**src/rtl/pattern_fsm_pkg.sv**
```systemverilog
`default_nettype none
// ============================================================================
//  Module      : pattern_fsm_pkg
//  Description : Shared types and helpers for the serial pattern generator.
//                - state_t   : FSM state encoding (IDLE, SEND, DONE)
//                - calc_half : clk cycles per half period of hzClk
//  Revision    : 1.0 - initial release
// ============================================================================
package pattern_fsm_pkg;

    typedef enum logic [1:0] {
        IDLE = 2'd0,
        SEND = 2'd1,
        DONE = 2'd2
    } state_t;

    // Number of clk cycles hzClk spends in each level.
    function automatic int calc_half(input int clk_freq, input int out_freq);
        return clk_freq / (2 * out_freq);
    endfunction

endpackage
`default_nettype wire

```
**src/rtl/hz_divider.sv**
```systemverilog
`default_nettype none
// ============================================================================
//  Module      : hz_divider
//  Description : Divides clk down to a 50% duty square wave (hzClk) and
//                emits a one-cycle tick on the cycle whose edge raises hzClk.
//  Ports       : clk   - system clock
//                reset - asynchronous, active-high reset
//                hzClk - divided square wave, straight from a flop
//                tick  - combinational, high on the cycle before hzClk rises
//  Revision    : 1.0 - initial release
// ============================================================================
module hz_divider
    import pattern_fsm_pkg::*;
#(
    parameter int CLK_FREQ = 50_000_000,
    parameter int OUT_FREQ = 1
) (
    input  logic clk,
    input  logic reset,
    output logic hzClk,
    output logic tick
);

    localparam int HALF  = calc_half(CLK_FREQ, OUT_FREQ);
    localparam int CNT_W = (HALF > 1) ? $clog2(HALF) : 1;
    localparam logic [CNT_W-1:0] C_CNT_LAST = CNT_W'(HALF - 1);

    generate
        if (HALF < 1) begin : g_half_check
            $error("hz_divider: CLK_FREQ/(2*OUT_FREQ) must be at least 1");
        end
    endgenerate

    logic [CNT_W-1:0] r_cnt;
    logic             r_hzclk;
    logic             w_wrap;

    assign w_wrap = (r_cnt == C_CNT_LAST);

    always_ff @(posedge clk or posedge reset) begin
        if (reset) begin
            r_cnt   <= '0;
            r_hzclk <= 1'b0;
        end else if (w_wrap) begin
            r_cnt   <= '0;
            r_hzclk <= ~r_hzclk;
        end else begin
            r_cnt   <= r_cnt + CNT_W'(1);
        end
    end

    // Only the wrap that takes hzClk low->high advances the FSM, so the
    // serial bit changes on the same edge as the hzClk rising edge.
    assign tick  = w_wrap && !r_hzclk;
    assign hzClk = r_hzclk;

endmodule
`default_nettype wire

```
**src/rtl/pattern_fsm_top.sv**
```systemverilog
`default_nettype none
// ============================================================================
//  Module      : pattern_fsm_top
//  Description : Slow serial pattern generator. Shifts PATTERN out MSB first,
//                one bit per hzClk period, while start is seen high on a tick.
//                A single 0 gap period follows every complete pattern.
//  Ports       : clk   - system clock
//                reset - asynchronous, active-high reset
//                start - level transmit request, sampled only on tick
//                out   - registered serial pattern bit
//                hzClk - registered divided square wave, 50% duty
//  Revision    : 1.0 - initial release
// ============================================================================
module pattern_fsm_top
    import pattern_fsm_pkg::*;
#(
    parameter int               CLK_FREQ = 50_000_000,
    parameter int               OUT_FREQ = 1,
    parameter int               PAT_W    = 8,
    parameter logic [PAT_W-1:0] PATTERN  = 8'hB2
) (
    input  logic clk,
    input  logic reset,
    input  logic start,
    output logic out,
    output logic hzClk
);

    localparam int IDX_W = (PAT_W > 1) ? $clog2(PAT_W) : 1;
    localparam logic [IDX_W-1:0] C_IDX_MSB = IDX_W'(PAT_W - 1);

    generate
        if (PAT_W < 1) begin : g_patw_check
            $error("pattern_fsm_top: PAT_W must be at least 1");
        end
    endgenerate

    logic             w_tick;
    logic [IDX_W-1:0] w_idx_dec;
    state_t           r_state;
    logic [IDX_W-1:0] r_idx;
    logic             r_out;

    hz_divider #(
        .CLK_FREQ (CLK_FREQ),
        .OUT_FREQ (OUT_FREQ)
    ) u_hz_divider (
        .clk   (clk),
        .reset (reset),
        .hzClk (hzClk),
        .tick  (w_tick)
    );

    assign w_idx_dec = r_idx - IDX_W'(1);

    // r_idx is the index of the bit currently on out; the next bit is
    // loaded on the following tick, so each bit lasts one hzClk period.
    always_ff @(posedge clk or posedge reset) begin
        if (reset) begin
            r_state <= IDLE;
            r_idx   <= '0;
            r_out   <= 1'b0;
        end else if (w_tick) begin
            case (r_state)
                IDLE, DONE: begin
                    if (start) begin
                        r_state <= SEND;
                        r_idx   <= C_IDX_MSB;
                        r_out   <= PATTERN[PAT_W-1];
                    end else begin
                        r_state <= IDLE;
                        r_out   <= 1'b0;
                    end
                end
                SEND: begin
                    // start is ignored here: a pattern always completes.
                    if (r_idx == '0) begin
                        r_state <= DONE;
                        r_out   <= 1'b0;
                    end else begin
                        r_idx   <= w_idx_dec;
                        r_out   <= PATTERN[w_idx_dec];
                    end
                end
                default: begin
                    r_state <= IDLE;
                    r_out   <= 1'b0;
                end
            endcase
        end
    end

    assign out = r_out;

endmodule
`default_nettype wire

```
**config.mk**
```make
export PLATFORM = sky130hd
export DESIGN_NAME = pattern_fsm_top
export DESIGN_NICKNAME = d
export VERILOG_FILES = /design/src/rtl/pattern_fsm_pkg.sv /design/src/rtl/hz_divider.sv /design/src/rtl/pattern_fsm_top.sv
export SDC_FILE = /design/constraint.sdc
export NUM_CORES = 1
export LEC_CHECK = 0
export CAP_MARGIN = 10
export CORE_ASPECT_RATIO = 1.75
export CORE_UTILIZATION = 53
export CTS_BUF_LIST = sky130_fd_sc_hd__clkbuf_4
export CTS_CLUSTER_DIAMETER = 100
export CTS_CLUSTER_SIZE = 20
export DETAILED_ROUTE_END_ITERATION = 12
export DONT_BUFFER_PORTS = 1
export GPL_TIMING_DRIVEN = 0
export PLACE_DENSITY = 0.68
export REMOVE_ABC_BUFFERS = 1
export SLEW_MARGIN = 10
export SYNTH_ARGS = -nofsm -noshare
export SYNTH_HDL_FRONTEND = slang
export SYNTH_SLANG_ARGS = --single-unit
```
**constraint.sdc**
```tcl
create_clock -name clk -period 2.4 [get_ports clk]
set_input_delay 0.36 -clock clk [delete_from_list [all_inputs] [get_ports clk]]
set_output_delay 0.36 -clock clk [all_outputs]
set_load 0.005 [all_outputs]
```
# Word-level counts from Yosys, hierarchy flattened
# Memories as Yosys holds them, arrays and structs flattened.
# Index checks and enable logic that the tools add are counted.
[word_totals]
elab_cells = 35
romBits = 8
output_inout_bits = 2
input_bits = 3
ff_bits = 32
mem_count = 1
[mem_list]
columns = ["name", "words", "word_bits", "rd", "rd_ports_with_merged_regs", "write_ports", "line_no", "text"]
rows = [
  ["(no name shown)", 8, 1, 1, 0, 0, "pattern_fsm_top.sv:82", "r_out <= PATTERN[w_idx_dec];"],
]
[classes]
n_eq_ne = 6
addsub = 2
n_lt_le_gt_ge = 1
n_mux = 11
bitwise = 1
n_reduce_logical = 8
[op_table]
columns = ["op", "count"]
rows = [
  ["adder 25 x 1 -> 25 bit (second input constant)", 1],
  ["== test 25 bit (second input constant)", 1],
  ["2-to-1 mux 25 bit", 1],
  ["2-to-1 mux 3 bit", 2],
  ["!= test 2 bit (second input constant)", 3],
  ["case mux 3 bit (2 select lines)", 1],
  ["< comparator 3 x 4 -> 1 bit (second input constant)", 1],
  ["2-to-1 mux 1 bit", 4],
  ["case mux 2 bit (2 select lines)", 1],
  ["AND reduction 4 bit", 1],
  ["logical NOT 3 bit", 1],
  ["subtractor 3 x 1 -> 3 bit (second input constant)", 1],
  ["== test 2 x 1 -> 1 bit (second input constant)", 1],
  ["== test 2 bit (second input constant)", 1],
  ["logical NOT 2 bit", 1],
  ["2-to-1 mux 2 bit", 1],
  ["case mux 1 bit (2 select lines)", 1],
  ["AND reduction 2 bit", 1],
  ["nonzero test 2 bit", 1],
  ["OR reduction 2 bit", 1],
  ["logical AND 1 bit", 1],
  ["logical NOT 1 bit", 1],
  ["NOT 1 bit", 1],
]

# Longest topological paths before layout
# Gate-level depths: netlist (run 1).
[logic_depth]
ltp_word = 5
mapped_depth = 7
mapped_depth_nobuf = 6

# Modules after synthesis
# A second synthesis (run 1) with hierarchy kept.
[hier_totals]
cells_unflattened = 163
area_unflattened_um2 = 1657.8
[by_module_without_submodules]
columns = ["mod", "area_each_um2", "n_inst", "cells_per_inst", "seq_area_each_um2"]
rows = [
  ["hz_divider", 1320.0, 1, 129, 650.6],
  ["pattern_fsm_top", 337.8, 1, 34, 150.1],
]

# Worst setup path after synthesis (run 1)
# No wires, ideal clock.
[synth_timing]
path_type = "flip-flop to flip-flop"
start = "register u_hz_divider.r_cnt[0]"
end = "register r_out (netlist: out)"
setup_ps = 125
arrival_time_ps = 1635
synth_period_minus_slack_ps = 1760
path_buffers = 2
path_stages_with_launch = 8
slack_ps = 640
required_time_ps = 2275
path_cell_list = "dfrtp_1 > ha_1 > and2_1 > buf_2 > nand4_4 > or2_1 > buf_2 > mux2_4"
[synth_between]
elab_chain_len = 2
[synth_lines]
columns = ["item", "line_no", "text"]
rows = [
  ["start: declaration", "hz_divider.sv:34", "logic [CNT_W-1:0] r_cnt;"],
  ["start signal: assignment", "hz_divider.sv:48", "r_cnt <= r_cnt + CNT_W'(1);"],
  ["== test 25 bit", "hz_divider.sv:38", "assign w_wrap = (r_cnt == C_CNT_LAST);"],
  ["logical AND 1 bit", "hz_divider.sv:54", "assign tick = w_wrap && !r_hzclk;"],
  ["end signal: assignment", "pattern_fsm_top.sv:69", "r_out <= PATTERN[PAT_W-1];"],
  ["end signal: assignment", "pattern_fsm_top.sv:82", ""],
  ["end: declaration", "pattern_fsm_top.sv:42", "logic r_out;"],
]
# No other way between the ends.
# A chain may end at the register's enable or synchronous reset.

# Worst setup path in the final report (run 1)
[layout_timing]
start = "register u_hz_divider.r_cnt[0]"
end = "register u_hz_divider.r_cnt[1]"
[layout_between]
elab_chain_len = 2
word_cells_on_any_way = 3
classes_between = "1 x add/sub; 1 x eq/ne; 1 x mux"
[layout_lines]
columns = ["item", "line_no", "text"]
rows = [
  ["adder 25 x 1 -> 25 bit or == test 25 bit (tied branches)", "hz_divider.sv:48, hz_divider.sv:38", ""],
  ["2-to-1 mux 25 bit *", "hz_divider.sv:44", "end else if (w_wrap) begin"],
]
# Mark *: on every way between the ends. The rest lies on a longest branch, timed or not.

==> results.md, run 1 <==
- Hold Violations, Final: 18
- Die Ht: 78.5 microns
- P_leak: 0.000774 uW
- Crit Path Class: reg2reg
- Flops & latches, synth: 32
- Postcts setup bufs: 0
- CP max FO: 13
- Initial DRC count: 16
- Root buffer cell: clkbuf_4
- Number of synthesis warnings: 0
- Status: finished with violations
- Total Routing Usage GR: 21.1%
- Cell variety after synth: 43
- Layout area overhead: 2.05%
- Worst VDD drop: 0.311 mV
- Worst path required time: 2.59 ns
- # setup viols final: 0
- Via density: 5.93
- Clock skew: 0.0104 ns
- Final hold slack: -0.0217 ns
- Layout cells sized above 1: 11.7%
- Num CTS Buffers: 5
- Final critical-path share of the clock period: 87.5%
- H-Tree Depth: 2
- Initial antenna violation count: 0
- Sequential share of the synthesized area: 45.2%
- Mapped cell area: 0.00177 sq mm
- RD Place Congestion: 0.753
- DRC: 0
- Placeable core area: 0.00318 sq mm
- Min cycle time layout: 2.10 ns
- Worst slew pin tran: 0.789 ns
- Worst Hold Class: in2async
- Startpoint Class: flip-flop
- Relative slew slack: 47.0%
- Max Cap Viol: 0
- First-pass GRT wire length: 5450 microns
- Setup crit end kind: flip-flop
- FMAX: 476 MHz
- Failing checks: hold timing
- Most frequent cells in the layout: dfrtp_1, nand3_1, nor2_1, nand2_1, xor2_1
- # resized after CTS: 0
- Clock sinks: 32
- WL/cell: 15.4 microns
- Initial core utilization: 55.8%
- Port buffer count: 0
- Die area: 0.00359 sq mm
- Vias in the first global route: 1200
- Commonest non-fill, non-tap cell in the layout: dfrtp_1
- Vias: 1268
- Grt ovf: 0
- Final WL: 3290 microns
- RSZ-0062 raised after global routing: no
- Nets: 177
- Crit path DAT: 2.29 ns
- Pwr dens: 457 mW/mm^2
- Detail Placement HPWL: 2390 microns
- Rows: 27
- Worst-skew pair later-pin latency: 0.34 ns
- Setup TNS: 0 ns
- Worst-path clk slew: 0.09 ns
- # hold bufs at CTS: 0
- Worst R2R Setup Slack: 0.30 ns
- Slew Viols, Final: 0
- Syn Inst Count: 172
- Longest Clk Path Bufs: 2
- Final ANT Viol Nets: 0
- Drt first pass iters: 6
- Ports: 5
- CTS tree: yes
- Die width: 45.7 microns
- Largest net degree at the start of global routing: 33
- Post-synthesis area per instance: 10.3 sq um
- Antenna diodes: 0
[cell usage after synthesis, drive strengths merged]
library cell,number,area (sq um)
o21ai,7,35.0
xor2,8,70.1
or4,3,26.3
a21oi,8,43.8
nand2b,3,18.8
inv,8,30.0
nand4,8,80.1
nor4,4,46.3
nor2b,3,18.8
and3,2,12.5
and4b,1,10.0
or2,2,12.5
nand3,12,60.1
or3,5,31.3
and4,4,35.0
o21bai,1,7.51
o221a,1,11.3
nor2,10,37.5
nor3b,1,7.51
o22ai,2,12.5
ha,3,37.5
mux2i,3,30.0
o31ai,4,30.0
mux2,4,52.6
nor3,4,25.0
nand2,11,43.8
and2,2,12.5
xnor2,5,43.8
dfrtp,32,801
a41o,1,10.0
buf,8,62.6
nor4b,2,17.5
[layout make-up]
class                   instances  area [sq um]
fillers                       294          1370
multi-input cells             124           880
inverters                       8          30.0
well taps                      43          53.8
clock buffers                   5          37.5
clock inverters                 2          7.51
flip-flops and latches         32           801
[flip-flops by register name (all words and copies together) (netlist names)]
signal	count
u_hz_divider.r_cnt	25
r_idx	3
r_state	2
out	1
u_hz_divider.hzClk	1
[path summary, 6_finish.rpt]
check,startpoint,endpoint,depth (start not counted)
worst max register to register,u_hz_divider.r_cnt[0],u_hz_divider.r_cnt[1],5
worst min register to register,u_hz_divider.r_cnt[4],u_hz_divider.r_cnt[4],1
max in group asynchronous,reset,u_hz_divider.r_cnt[20],1
worst max-delay path,u_hz_divider.r_cnt[0],u_hz_divider.r_cnt[1],5
min in group clk,start,r_state[0],2
worst min-delay path,reset,u_hz_divider.r_cnt[10],1
[where the power goes]
group	internal (uW)	switching, uW
clock	102	174
sequential	540	0.651
combinational	1.48	10.2
[cell families (layout without fill, tap and decap cells)]
logic type               Yosys count  after routing  synth area share (%)
AO/OA/AOI/OAI                     24             24                  8.47
XOR/XNOR                          13             13                  6.42
adder cells (fa/ha/maj)            3              3                  2.12
buffers and inverters             16             15                  5.22
flip-flops                        32             32                  45.2
multiplexers                       7              7                  4.66
AND/OR/NAND/NOR                   77             77                  27.9
[worst max-delay path, stage by stage (launching register included)]
cell	delay [ns]
dfrtp_1	0.41
ha_1	0.23
and2_1	0.28
nand2_2	0.20
nor4_4	0.71
nor2b_1	0.11
[routing by layer]
layer / share of wire, % / global-route usage (%) / up-vias
met2: 57 / 36.9 / 11
met1: 39 / 22.8 / 632
li1: - / - / 617
met5: 0 / 0 / -
met4: 2.2 / 9.12 / 0
met3: 2.5 / 5.06 / 8
[through the flow]
stage	cells	setup slack [ns]	power [uW]	util, %	instance area (sq um)
3_3_place_gp	207	0.287	563	55.6	1760
4_1_cts	214	0.254	841	57.0	1810
6_report	214	0.301	827	57.0	1810
2_1_floorplan	164	0.691	560	-	1710
5_1_grt	214	0.0846	869	57.0	1810
3_5_place_dp	207	0.277	563	55.6	1760
Note: power is estimated with default switching activity, not from simulation.
==> run 2: changes to the inputs <==
Settings changed: ABC_AREA set to 0.
==> results of run 2 <==
Same layout as run 1: the final DEF is identical, and so are final timing and power.
